**src/rtl/fetch_stage.sv**
```systemverilog
// fetch_stage
// -----------------------------------------------------------------------------
// Instruction fetch stage of the MIPS-DLX pipeline. It owns the program
// counter and fetches instructions from instruction memory over a req/ack
// handshake. It hands each word and its PC+4 to the IF/ID latch with a
// one-cycle latch_enable pulse.
//
// Handshake (imem_req / imem_ack):
//   imem_req is high while a fetch is outstanding, and imem_addr is held
//   constant for the whole request. The request completes on the first
//   rising edge that samples imem_ack high while imem_req is high. That can
//   be the first cycle of the request. imem_ack is ignored while imem_req is
//   low. A request that is in flight when a branch arrives is drained to
//   completion at its original address, and its data is then dropped.
//
// Ports:
//   clk            : clock, rising edge
//   reset          : asynchronous, active-low reset
//   stall          : hazard-unit stall; holds a fetched word back from delivery
//   branch_taken   : one-cycle redirect request
//   branch_target  : redirect PC, sampled with branch_taken
//   imem_req       : fetch request to instruction memory
//   imem_addr      : fetch address
//   imem_ack       : memory completion strobe
//   imem_data      : instruction word, valid with imem_ack
//   instr_out      : instruction to the IF/ID latch
//   pc_plus4_out   : PC+4 of instr_out
//   latch_enable   : single-cycle load pulse for the IF/ID latch
//   state_dbg      : current FSM state (START=0, FETCH=1, HOLD=2, DRAIN=3)
// -----------------------------------------------------------------------------
module fetch_stage #(
  parameter int                  BUS_SIZE = 32,
  parameter logic [BUS_SIZE-1:0] RESET_PC = '0
) (
  input  logic                clk,
  input  logic                reset,
  input  logic                stall,
  input  logic                branch_taken,
  input  logic [BUS_SIZE-1:0] branch_target,
  output logic                imem_req,
  output logic [BUS_SIZE-1:0] imem_addr,
  input  logic                imem_ack,
  input  logic [BUS_SIZE-1:0] imem_data,
  output logic [BUS_SIZE-1:0] instr_out,
  output logic [BUS_SIZE-1:0] pc_plus4_out,
  output logic                latch_enable,
  output logic [1:0]          state_dbg
);

  localparam logic [1:0] S_START = 2'd0;
  localparam logic [1:0] S_FETCH = 2'd1;
  localparam logic [1:0] S_HOLD  = 2'd2;
  localparam logic [1:0] S_DRAIN = 2'd3;

  localparam logic [BUS_SIZE-1:0] PC_STEP = BUS_SIZE'(4);

  logic [1:0]          state;
  logic [BUS_SIZE-1:0] pc;
  logic [BUS_SIZE-1:0] drain_addr;
  logic [BUS_SIZE-1:0] pc_inc;

  // Wraps modulo 2^BUS_SIZE. No alignment checking is done.
  assign pc_inc = pc + PC_STEP;

  // The request lines are decoded from the state register. Because of this,
  // an asynchronous reset drops imem_req immediately.
  assign imem_req  = (state == S_FETCH) || (state == S_DRAIN);
  assign imem_addr = (state == S_DRAIN) ? drain_addr : pc;
  assign state_dbg = state;

  always_ff @(posedge clk or negedge reset) begin
    if (!reset) begin
      state        <= S_START;
      pc           <= RESET_PC;
      drain_addr   <= RESET_PC;
      instr_out    <= '0;
      pc_plus4_out <= '0;
      latch_enable <= 1'b0;
    end else begin
      // latch_enable defaults low every cycle, so it can only ever be a
      // single-cycle pulse.
      latch_enable <= 1'b0;
      case (state)
        S_START: begin
          state <= S_FETCH;
          if (branch_taken) pc <= branch_target;
        end
        S_FETCH: begin
          if (branch_taken) begin
            // A branch beats both delivery and stall. If the fetch has not
            // completed yet, remember its address so the request can be
            // drained without imem_addr moving.
            pc <= branch_target;
            if (!imem_ack) begin
              drain_addr <= pc;
              state      <= S_DRAIN;
            end
          end else if (imem_ack) begin
            instr_out    <= imem_data;
            pc_plus4_out <= pc_inc;
            pc           <= pc_inc;
            if (stall) state <= S_HOLD;
            else       latch_enable <= 1'b1;
          end
        end
        S_HOLD: begin
          // The fetched word stays parked in instr_out until release.
          if (branch_taken) begin
            pc    <= branch_target;
            state <= S_FETCH;
          end else if (!stall) begin
            latch_enable <= 1'b1;
            state        <= S_FETCH;
          end
        end
        S_DRAIN: begin
          // The latest branch target wins. The drained data is dropped.
          if (branch_taken) pc <= branch_target;
          if (imem_ack) state <= S_FETCH;
        end
        default: state <= S_START;
      endcase
    end
  end

endmodule

```
**config.mk**
```make
export PLATFORM = sky130hd
export DESIGN_NAME = fetch_stage
export DESIGN_NICKNAME = d
export VERILOG_FILES = /design/src/rtl/fetch_stage.sv
export SDC_FILE = /design/constraint.sdc
export NUM_CORES = 1
export LEC_CHECK = 0
export CORE_MARGIN = 5
export CORE_UTILIZATION = 49
export CTS_BUF_LIST = sky130_fd_sc_hd__clkbuf_16
export DETAILED_ROUTE_END_ITERATION = 10
export GPL_ROUTABILITY_DRIVEN = 0
export PLACE_DENSITY = 0.81
export SYNTH_ARGS = -nofsm -noshare
export SYNTH_HDL_FRONTEND = slang
export SYNTH_SLANG_ARGS = --single-unit
```
**constraint.sdc**
```tcl
create_clock -name clk -period 2.4 [get_ports clk]
set_input_delay 0.24 -clock clk [delete_from_list [all_inputs] [get_ports clk]]
set_output_delay 0.24 -clock clk [all_outputs]
set_load 0.01 [all_outputs]
```
After elaboration in Yosys (flattened, before gate mapping)
Index checks and enable logic that the tools add are counted.
{ "totals": {"register_bits": 131, "latchBits": 0, "ram_bits": 0, "rom_bits": 0, "out_inout_bits": 100, "mem_count": 0} }
{ "classes": {"addsub": 1, "mul": 0, "n_div": 0, "order_cmp": 0, "n_eq_ne": 9, "n_shift": 0, "n_mux": 18, "bitwise": 2, "n_reduce_logical": 7} }
{ "op_table": {"columns": ["cell", "n"], "rows": [
  ["$mux 32", 4],
  ["$pmux 32 s2", 1],
  ["$add 32x3->32 const B", 1],
  ["$mux 2", 7],
  ["$ne 3x3->1 const B", 4],
  ["$pmux 2 s4", 1],
  ["$reduce_and 3->1", 2],
  ["$reduce_and 5->1", 1],
  ["$eq 2x2->1 const B", 2],
  ["$mux 1", 4],
  ["$reduce_or 3->1", 1],
  ["$eq 2x1->1 const B", 1],
  ["$logic_not 2->1", 1],
  ["$ne 2x1->1 const B", 1],
  ["$ne 2x2->1 const B", 1],
  ["$not 1->1", 2],
  ["$pmux 1 s2", 1],
  ["$reduce_and 2->1", 1],
  ["$logic_or 1x1->1", 1]
]} }

Longest topological paths before layout
{ "depth": {"word_depth": 4, "mapped_depth": 8, "depth_no_buf": 7} }

Least setup slack after synthesis
No wires, ideal clock.
{ "synth_path": {"path_kind": "reg2out", "startpoint": "register state[1] (netlist: state_dbg[1])", "endpoint": "output port imem_addr[10]", "t_arrival_ns": 1.626, "required_ns": 2.160, "path_slack_ns": 0.534, "path_stages_with_launch": 5, "path_buffers": 2, "path_cell_list": "dfrtp_1 -> ha_1 -> clkbuf_1 -> buf_1 -> mux2_2"} }
{ "synth_between": {"elab_chain_cells": 2} }
{ "synth_rtl": {"columns": ["element", "line_no", "rtl"], "rows": [
  ["start: declaration", "57", "logic [1:0] state;"],
  ["start signal: assignment", "73", "state <= S_START;"],
  ["start signal: assignment", "85", "state <= S_FETCH;"],
  ["start signal: assignment", "96", "state <= S_DRAIN;"],
  ["$eq 2x2->1", "68", "assign imem_addr = (state == S_DRAIN) ? drain_addr : pc;"],
  ["$mux 32", "68", null],
  ["end: declaration", "41", "output logic [BUS_SIZE-1:0] imem_addr,"]
]} }
No other way between the ends.

Final worst setup path
{ "layout_path": {"startpoint": "register state[1] (netlist: state_dbg[1])", "endpoint": "output port imem_addr[7]"} }
The elaborated chain is that of the path after synthesis.

==> results_dict.tcl <==
set metrics [dict create \
    dp_slack_ns 0.343 \
    slowest_stage "clkdlybuf4s50_1" \
    synthToLayoutAreaGrowth_pct 38.6 \
    antennaDiodeCount 0 \
    start_util_pct 50.1 \
    dr.pass1.iters 5 \
    wire_per_inst_um 17.3 \
    max-slew-margin-rel_pct 62.3 \
    h-tree-depth 4 \
    drc 0 \
    clockBufferDepth 2 \
    core_mm2 0.0126 \
    ir_worst_vdd_uv 593 \
    overflow 0 \
    die-area_mm2 0.0153 \
    ys_top_cells_by_area "dfrtp_1 52%, mux2_2 11%, nand2_1 11%" \
    syn_nets 718 \
    synth_seq_cells 131 \
    numCtsBuffers 17 \
    clockRootBuffer "clkbuf_16" \
    antenna_left 0 \
    synth_cells 645 \
    dieHeight_um 124 \
    finalWirelength_mm 17.1 \
    rows 41 \
    fillCellCount 939 \
    yosysWarnings 0 \
    grt_max_degree 81 \
    cts_sinks 131 \
    critPathKind "register to primary output" \
    placed_cell_area_mm2 0.00823 \
    die_x_um 124 \
    antenna_found_initial 0 \
    synth_ff_type "dfrtp_1" \
    syn_area_mm2 0.00632 \
    post-route-period-util_pct 95.0 \
    static-leakage-power_nw 3.75 \
    fin_setup_tns_ns 0 \
    hpwl_mm 12.1 \
    seq_area_mm2 0.00328 \
    startpoint_type "register" \
    nets 880 \
    vias 5191 \
    path_cells "ha_2 -> buf_12 -> mux2_2 -> clkdlybuf4s50_1" \
    period_minus_slack_ns 2.28 \
    ios 169 \
    hold_path_class "input port to asynchronous set/reset pin" \
    syn_area_per_cell_um2 9.80 \
    critPathMaxStageDelay_ns 0.49 \
    io_buffers 168 \
    track_usage_pct 23.2 \
    drive_gt1_share_pct 15.7 \
    vias_per_cell 5.25 \
    drt-initial-drc-count 231 \
    final.setup_skew_ns 0.00556 \
    final_max_slew_viol_count 0 \
    cts.repair.resized 0 \
    finalSetupViolations 0 \
    maxCapViolations 0 \
    ys_types 36 \
    max_slew.worst_pin.slew_ns 0.561 \
    outcome "finished clean" \
    cts_tree "yes" \
    synth_edf_count 0 \
    grt_first_pass_wirelength_mm 27.2 \
    synth.largest_area_cell "dfrtp_1" \
    required_ns 2.16 \
    grt_pass1_vias 5382 \
    synth_seq_area_share_pct 51.9 \
    finalWorstSetupSlack_ns 0.121 \
    power_density_mw_per_mm2 1180 \
    fin_area_mm2 0.00876 \
    fin_util_pct 69.4 \
    rsz0062_at_grt "no" \
    async_flop_share_pct 100 \
    clk_latency_ns 0.42 \
    cp_max_fo 27 \
    synth_top_area_share_pct 51.9 \
    clkTransAtPathRegs_ns 0.05 \
    arrival_ns 2.04 \
    multi_input_area_mm2 0.00281 \
    fmax_mhz 439 \
    hold_viol 0 \
    end_kind "primary output" \
]
-- logic make-up (layout without fill, tap and decap cells) --
kind of cell             count (synthesis)  count (layout)  share of synthesized area, %
AO/OA/AOI/OAI                           71              71                          5.90
XOR/XNOR                                54              54                          7.49
adder cells (fa/ha/maj)                  4               4                         0.792
buffers and inverters                   57             228                          3.74
flip-flops                             131             131                          51.9
multiplexers                            64              64                          11.4
AND/OR/NAND/NOR                        264             264                          18.8
-- per-layer routing --
metal,up-vias,share of wire (%),global-route usage [%]
met4,0,2.4,8.44
met5,-,0,0
met1,2526,40,28.6
met3,29,6.3,6.59
met2,180,51,39.1
li1,2456,-,-
-- Yosys cell counts, drive strengths merged (3+ instances only) --
cell type    n
and3         3
nor4         5
a21oi        5
o21ai       60
and4         6
xnor2       39
nor2        16
mux2        63
ha           4
clkbuf      34
inv          7
or4          3
xor2        15
nand4        9
nand3       11
nand2      186
nor3        18
or2          3
buf         16
dfrtp      131
-- registers in the layout (all words and copies together), names as in the netlist --
signal,cells
pc_plus4_out,32
drain_addr,32
latch_enable,1
pc,32
instr_out,32
state_dbg,2
-- stage by stage --
stage               total power (W)  instances  hold WS (ns)
floorplan                   0.00559        645       -0.0556
global placement            0.00791        957        0.0671
detailed placement          0.00807        957        0.0699
CTS                          0.0104        987         0.182
global route                 0.0109        988         0.209
finish                       0.0103        988         0.186
-- path summary, 6_finish.rpt --
path / from / to / slack, ns / depth (start not counted)
max in group asynchronous: reset / instr_out[28] / 1.44 / 3
max reg2reg: pc[2] / pc[20] / 0.32 / 6
max: state_dbg[1] / imem_addr[7] / 0.12 / 4
min reg2reg: instr_out[4] / instr_out[4] / 0.48 / 2
min: reset / drain_addr[3] / 0.19 / 2
min in group clk: branch_taken / pc[3] / 0.21 / 3
-- worst max-delay path, delay by kind of cell, from the launching register on --
| family | cells | cell delay (ns) |
|---|---|---|
| buf+inv | 2 | 0.69 |
| fa+ha+maj | 1 | 0.21 |
| flops | 1 | 0.35 |
| mux | 1 | 0.37 |
-- cell usage in the layout, fill, tap and decap left out, drive strengths merged, types with 2 or more instances in the layout --
master / count
clkbuf: 17
nor4: 5
nor2b: 2
buf: 26
o21ai: 60
nor2: 16
ha: 4
nand4: 9
a21oi: 5
and3: 3
clkinv: 8
o221ai: 2
nand2: 186
xor2: 15
nor3: 18
xnor2: 39
or2: 3
and2: 2
dfrtp: 131
or4: 3
mux2: 63
clkdlybuf4s50: 166
and4: 6
inv: 9
nand3: 11
-- final cells by class --
type,count,share of cell area (%)
sequential,131,37.4
tap,172,2.46
clock buffer,17,4.86
inverter,7,0.300
timing repair buffer,193,22.0
multi-input combinational,457,32.1
clock inverter,11,0.872
-- timing repair --
action / in CTS / in global routing
endpoints found under the setup margin: 7 / 24
cloned: 0 / 0
pin swaps: 0 / 0
hold buffers: 1 / 0
hold endpoints to repair: 86 / 0
buffers inserted: 1 / 1
-- report_power, final --
| part | internal, W | switching, W |
|---|---|---|
| Sequential | 0.00308 | 0.000534 |
| Combinational | 0.00251 | 0.00193 |
| Clock | 0.00137 | 0.000891 |
| Total | 0.00695 | 0.00336 |
(Power assumes the default switching activity.)
==> RTL edit 1: new RTL, config.mk and constraints unchanged <==
Make the reset (`reset`) synchronous in one clocked block. Comments in the files are not updated.
--- a/src/rtl/fetch_stage.sv
+++ b/src/rtl/fetch_stage.sv
@@ -68,7 +68,7 @@
   assign imem_addr = (state == S_DRAIN) ? drain_addr : pc;
   assign state_dbg = state;
 
-  always_ff @(posedge clk or negedge reset) begin
+  always_ff @(posedge clk) begin
     if (!reset) begin
       state        <= S_START;
       pc           <= RESET_PC;
Check against the original RTL: differs if reset is asserted again (counterexample within 4 cycles, from zero or initial values and one cycle with reset low); with reset held inactive, the same outputs for 4 cycles.
==> RTL edit 1 against the original RTL <==
- register-to-register slack worse by 0.18 ns
- worst hold slack better by 0.19 ns
- clock skew is 0.0033 ns higher
- wire length is 5.9% higher
- sequential cell count stayed put
- design area is 4.5% lower
- worst setup slack worse by 0.010 ns
- via count is 15% higher
- synthesized area is 7.0% lower
- critical path type unchanged
- critical endpoint is now imem_addr[20]
Power is not compared: it rests on default switching activity, and its combinational part moved more than twofold at a synthesized area within 25%.
==> RTL edit 1: results (changes against the original RTL) <==
Status
  • Outcome: completed

Worst setup path
  • Critical Path Start: state_dbg[1]
  • CP Capture Point: imem_addr[20]
  • Cells on worst reg2reg path: 5 (-1)
  • Critical R2R Capture: pc_plus4_out[25]
  • Worst endpoint data arrival time: roughly 2.1 ns
  • Worst reg-to-reg setup slack: 0.14 ns (-0.18 ns)
  • Launching point of the worst reg2reg path: pc[5]
  • Crit path max fanout: 19 (-30%)

Placement
  • Final HPWL DP: 12580 um (+4.0%)
  • Area after DPL: 0.007767 sq mm (-5.6%)
  • Dpl ws: 0.2280 ns (-0.1153 ns)

Global routing
  • Largest net degree at the start of global routing: 65 (-20%)
  • Initial antenna violation count: 1 (+1)
  • All-Layer GR Usage: 0.2500 (+0.01754)
  • First-pass GRT wire length: 28940 um (+6.3%)

Synthesis
  • Primary FF master, synth: dfxtp_1
  • Post-synthesis xor/xnor area fraction: 0.05068 (-0.02417)
  • Post-synthesis compound-gate area fraction: 0.1610 (+0.1020)
  • Count of different cell masters after synthesis: 46 (+28%)
  • Post-synthesis mux area share: 0.06623 (-0.04763)
  • Syn Nets: 810 (+13%)
  • Fraction of registers with async set/reset: 0 (-1.000)
  • Synth cell count leaders: nand2_1 (159), dfxtp_1 (131), a21oi_1 (110), nor2_1 (58), clkbuf_1 (46)
  • Avg Cell Area, Syn: 7.972 sq um (-19%)
  • Post-Synth Adder-Cell Area: 0.008518 (+0.0005971)

CTS
  • Setup Fix Bufs, Post-CTS: 0 (-1)

Route
  • Vias/cell: 5.648 (+7.5%)
  • WL final: 18120 um (+5.9%)
  • TritonRoute pass-1 iters: 7 (+2)
  • Initial DRC Count: 525 (+130%)

Layout
  • Share of layout cells above drive strength 1: 0.1225 (-0.03435)
  • Nets: 966 (+9.8%)

STA
  • Final hold slack: 0.3770 ns (+0.1909 ns)
  • Setup Skew: 0.008814 ns (+0.003253 ns)

Hold path
  • Hold Path Class: in2reg
==> RTL edit 1: layer usage <==
layer	share of wire	up-vias	wire, um	track usage
li1	-	2828	-	-
met1	0.40	2774	7183	0.2979
met2	0.49	295	8871	0.4209
met3	0.082	56	1494	0.06880
met4	0.032	0	573	0.1124
met5	0	-	0	0
==> RTL edit 1: layout make-up <==
| class | instances | area (sq um) | share of cell area |
|---|---|---|---|
| multi-input cells | 535 | 2983 | 0.3565 |
| repair buffers | 201 | 1969 | 0.2354 |
| clock inverters | 15 | 151.4 | 0.01809 |
| diodes | 1 | 2.502 | 0.0002991 |
| well taps | 147 | 183.9 | 0.02198 |
| inverters | 7 | 26.28 | 0.003140 |
| flip-flops and latches | 131 | 2625 | 0.3137 |
| clock buffers | 17 | 425.4 | 0.05084 |
==> RTL edit 1: where the power goes <==
| part | internal (W) | switching (W) |
|---|---|---|
| combinational | 0.000506 | 0.000475 |
| sequential | 0.00229 | 0.000107 |
| clock | 0.00160 | 0.000917 |
| total | 0.00440 | 0.00150 |
==> RTL edit 2: new RTL, config.mk and constraints unchanged <==
Without the edit above. The parameter `BUS_SIZE` goes from 32 to 16.
--- a/src/rtl/fetch_stage.sv
+++ b/src/rtl/fetch_stage.sv
@@ -29,7 +29,7 @@
 //   state_dbg      : current FSM state (START=0, FETCH=1, HOLD=2, DRAIN=3)
 // -----------------------------------------------------------------------------
 module fetch_stage #(
-  parameter int                  BUS_SIZE = 32,
+  parameter int                  BUS_SIZE = 16,
   parameter logic [BUS_SIZE-1:0] RESET_PC = '0
 ) (
   input  logic                clk,
Interface: changed (5 resized); port bits go from 169 to 89. The function was not compared with the original's and may differ.
==> RTL edit 2 against the original RTL <==
- synthesized area shrank 47%
- highest routed layer unchanged
- worst setup slack improved by 0.058 ns
- sequential cell count fell by 64
- power shrank 49%
- count of clock-buffer cells in the layout is 8 lower
- final cell count decreased by 54%
- wire length shrank 57%
- design area down 48%
==> RTL edit 2: results (changes against the original RTL) <==
Status
  • Outcome: completed

Worst setup path
  • Cells on worst reg2reg path: 4 (-2)
  • Critical R2R Capture: instr_out[3]
  • Launching point of the worst reg2reg path: state_dbg[0]
  • Worst endpoint data arrival time: 1.98 ns (-0.06 ns)
  • Worst reg-to-reg setup slack: 0.40 ns (+0.08 ns)

Placement
  • Area after DPL: 0.004253 sq mm (-48%)
  • Dpl ws: 0.3637 ns (+0.02041 ns)
  • Count of input and output buffers: 88 (-48%)

Layout
  • Fill cell count: 510 (-46%)
  • Share of layout cells above drive strength 1: 0.2198 (+0.06298)

Global routing
  • Vias in the first global route: 2512 (-53%)
  • First-pass GRT wire length: 12020 um (-56%)

Route
  • Per-cell routed wire length: 16.16 um (-6.7%)
  • Via count: 2420 (-53%)
  • WL final: 7322 um (-57%)
  • TritonRoute pass-1 iters: 4 (-1)
  • Initial DRC Count: 89 (-61%)

Synthesis
  • Seq/Total Area, Yosys: 0.5007 (-0.01806)
  • Syn Nets: 326 (-55%)
  • Top cells by area, synth: dfrtp_1 (50%), mux2_2 (11%), xnor2_1 (5.0%)
  • Count of different cell masters after synthesis: 41 (+14%)

CTS
  • Setup Fix Bufs, Post-CTS: 0 (-1)
  • H-tree Lvls: 3 (-1)
  • Clock latency on the worst-skew pair: 0.32 ns (-0.10 ns)

STA
  • Worst-Margin Slew: 0.9137 ns (+0.3532 ns)
  • Setup Skew: 0.005640 ns (+0.00007919 ns)
  • Final worst path period need: 2.221 ns (-0.05787 ns)

Pwr
  • LEAKAGE: 1.870 nW (-50%)
## RTL edit 2: layout make-up
type                            count  area [sq um]  area share
Clock buffer                        9         225.2     0.04992
Multi-Input combinational cell    191          1525      0.3380
Sequential cell                    67          1677      0.3716
Inverter                            4         15.01    0.003328
Timing Repair Buffer               96         935.9      0.2074
Tap cell                           80         100.1     0.02219
Clock inverter                      6         33.78    0.007488
## RTL edit 2: cells by family after synthesis
| group | Yosys count | share of synthesized area |
|---|---|---|
| XOR/XNOR | 25 | 0.06540 |
| AND/OR/NAND/NOR | 73 | 0.1297 |
| AO/OA/AOI/OAI | 37 | 0.05979 |
| flip-flops | 67 | 0.5007 |
| multiplexers | 52 | 0.1857 |
| adder cells (fa/ha/maj) | 4 | 0.01495 |
| buffers and inverters | 27 | 0.04372 |
## RTL edit 2: how the worst min path moves through the flow
stage	startpoint	end	slack [ns]	depth (start not counted)
after floorplan	reset	drain_addr[0]	-0.06	0
after global placement	pc_plus4_out[2]	pc_plus4_out[2]	0.46	2
after detailed placement	pc_plus4_out[4]	pc_plus4_out[4]	0.47	2
after CTS	reset	pc_plus4_out[11]	0.14	2
after global routing	reset	pc_plus4_out[10]	0.21	2
final	reset	pc_plus4_out[10]	0.09	2
## RTL edit 2: report_power, final
part	total, W	leakage [nW]	switching (W)	internal [W]
registers	0.00186	0.814	0.000285	0.00157
logic	0.00225	0.932	0.000888	0.00137
clock network	0.00114	0.124	0.000455	0.000682
total	0.00525	1.87	0.00163	0.00362
## RTL edit 2: routing by layer
metal / global-route usage / vias up / routed length (um)
met5: 0 / - / 0
met4: 0.08669 / 0 / 113
met3: 0.04224 / 13 / 484
met2: 0.2822 / 91 / 3362
met1: 0.2332 / 1162 / 3362
li1: - / 1154 / -
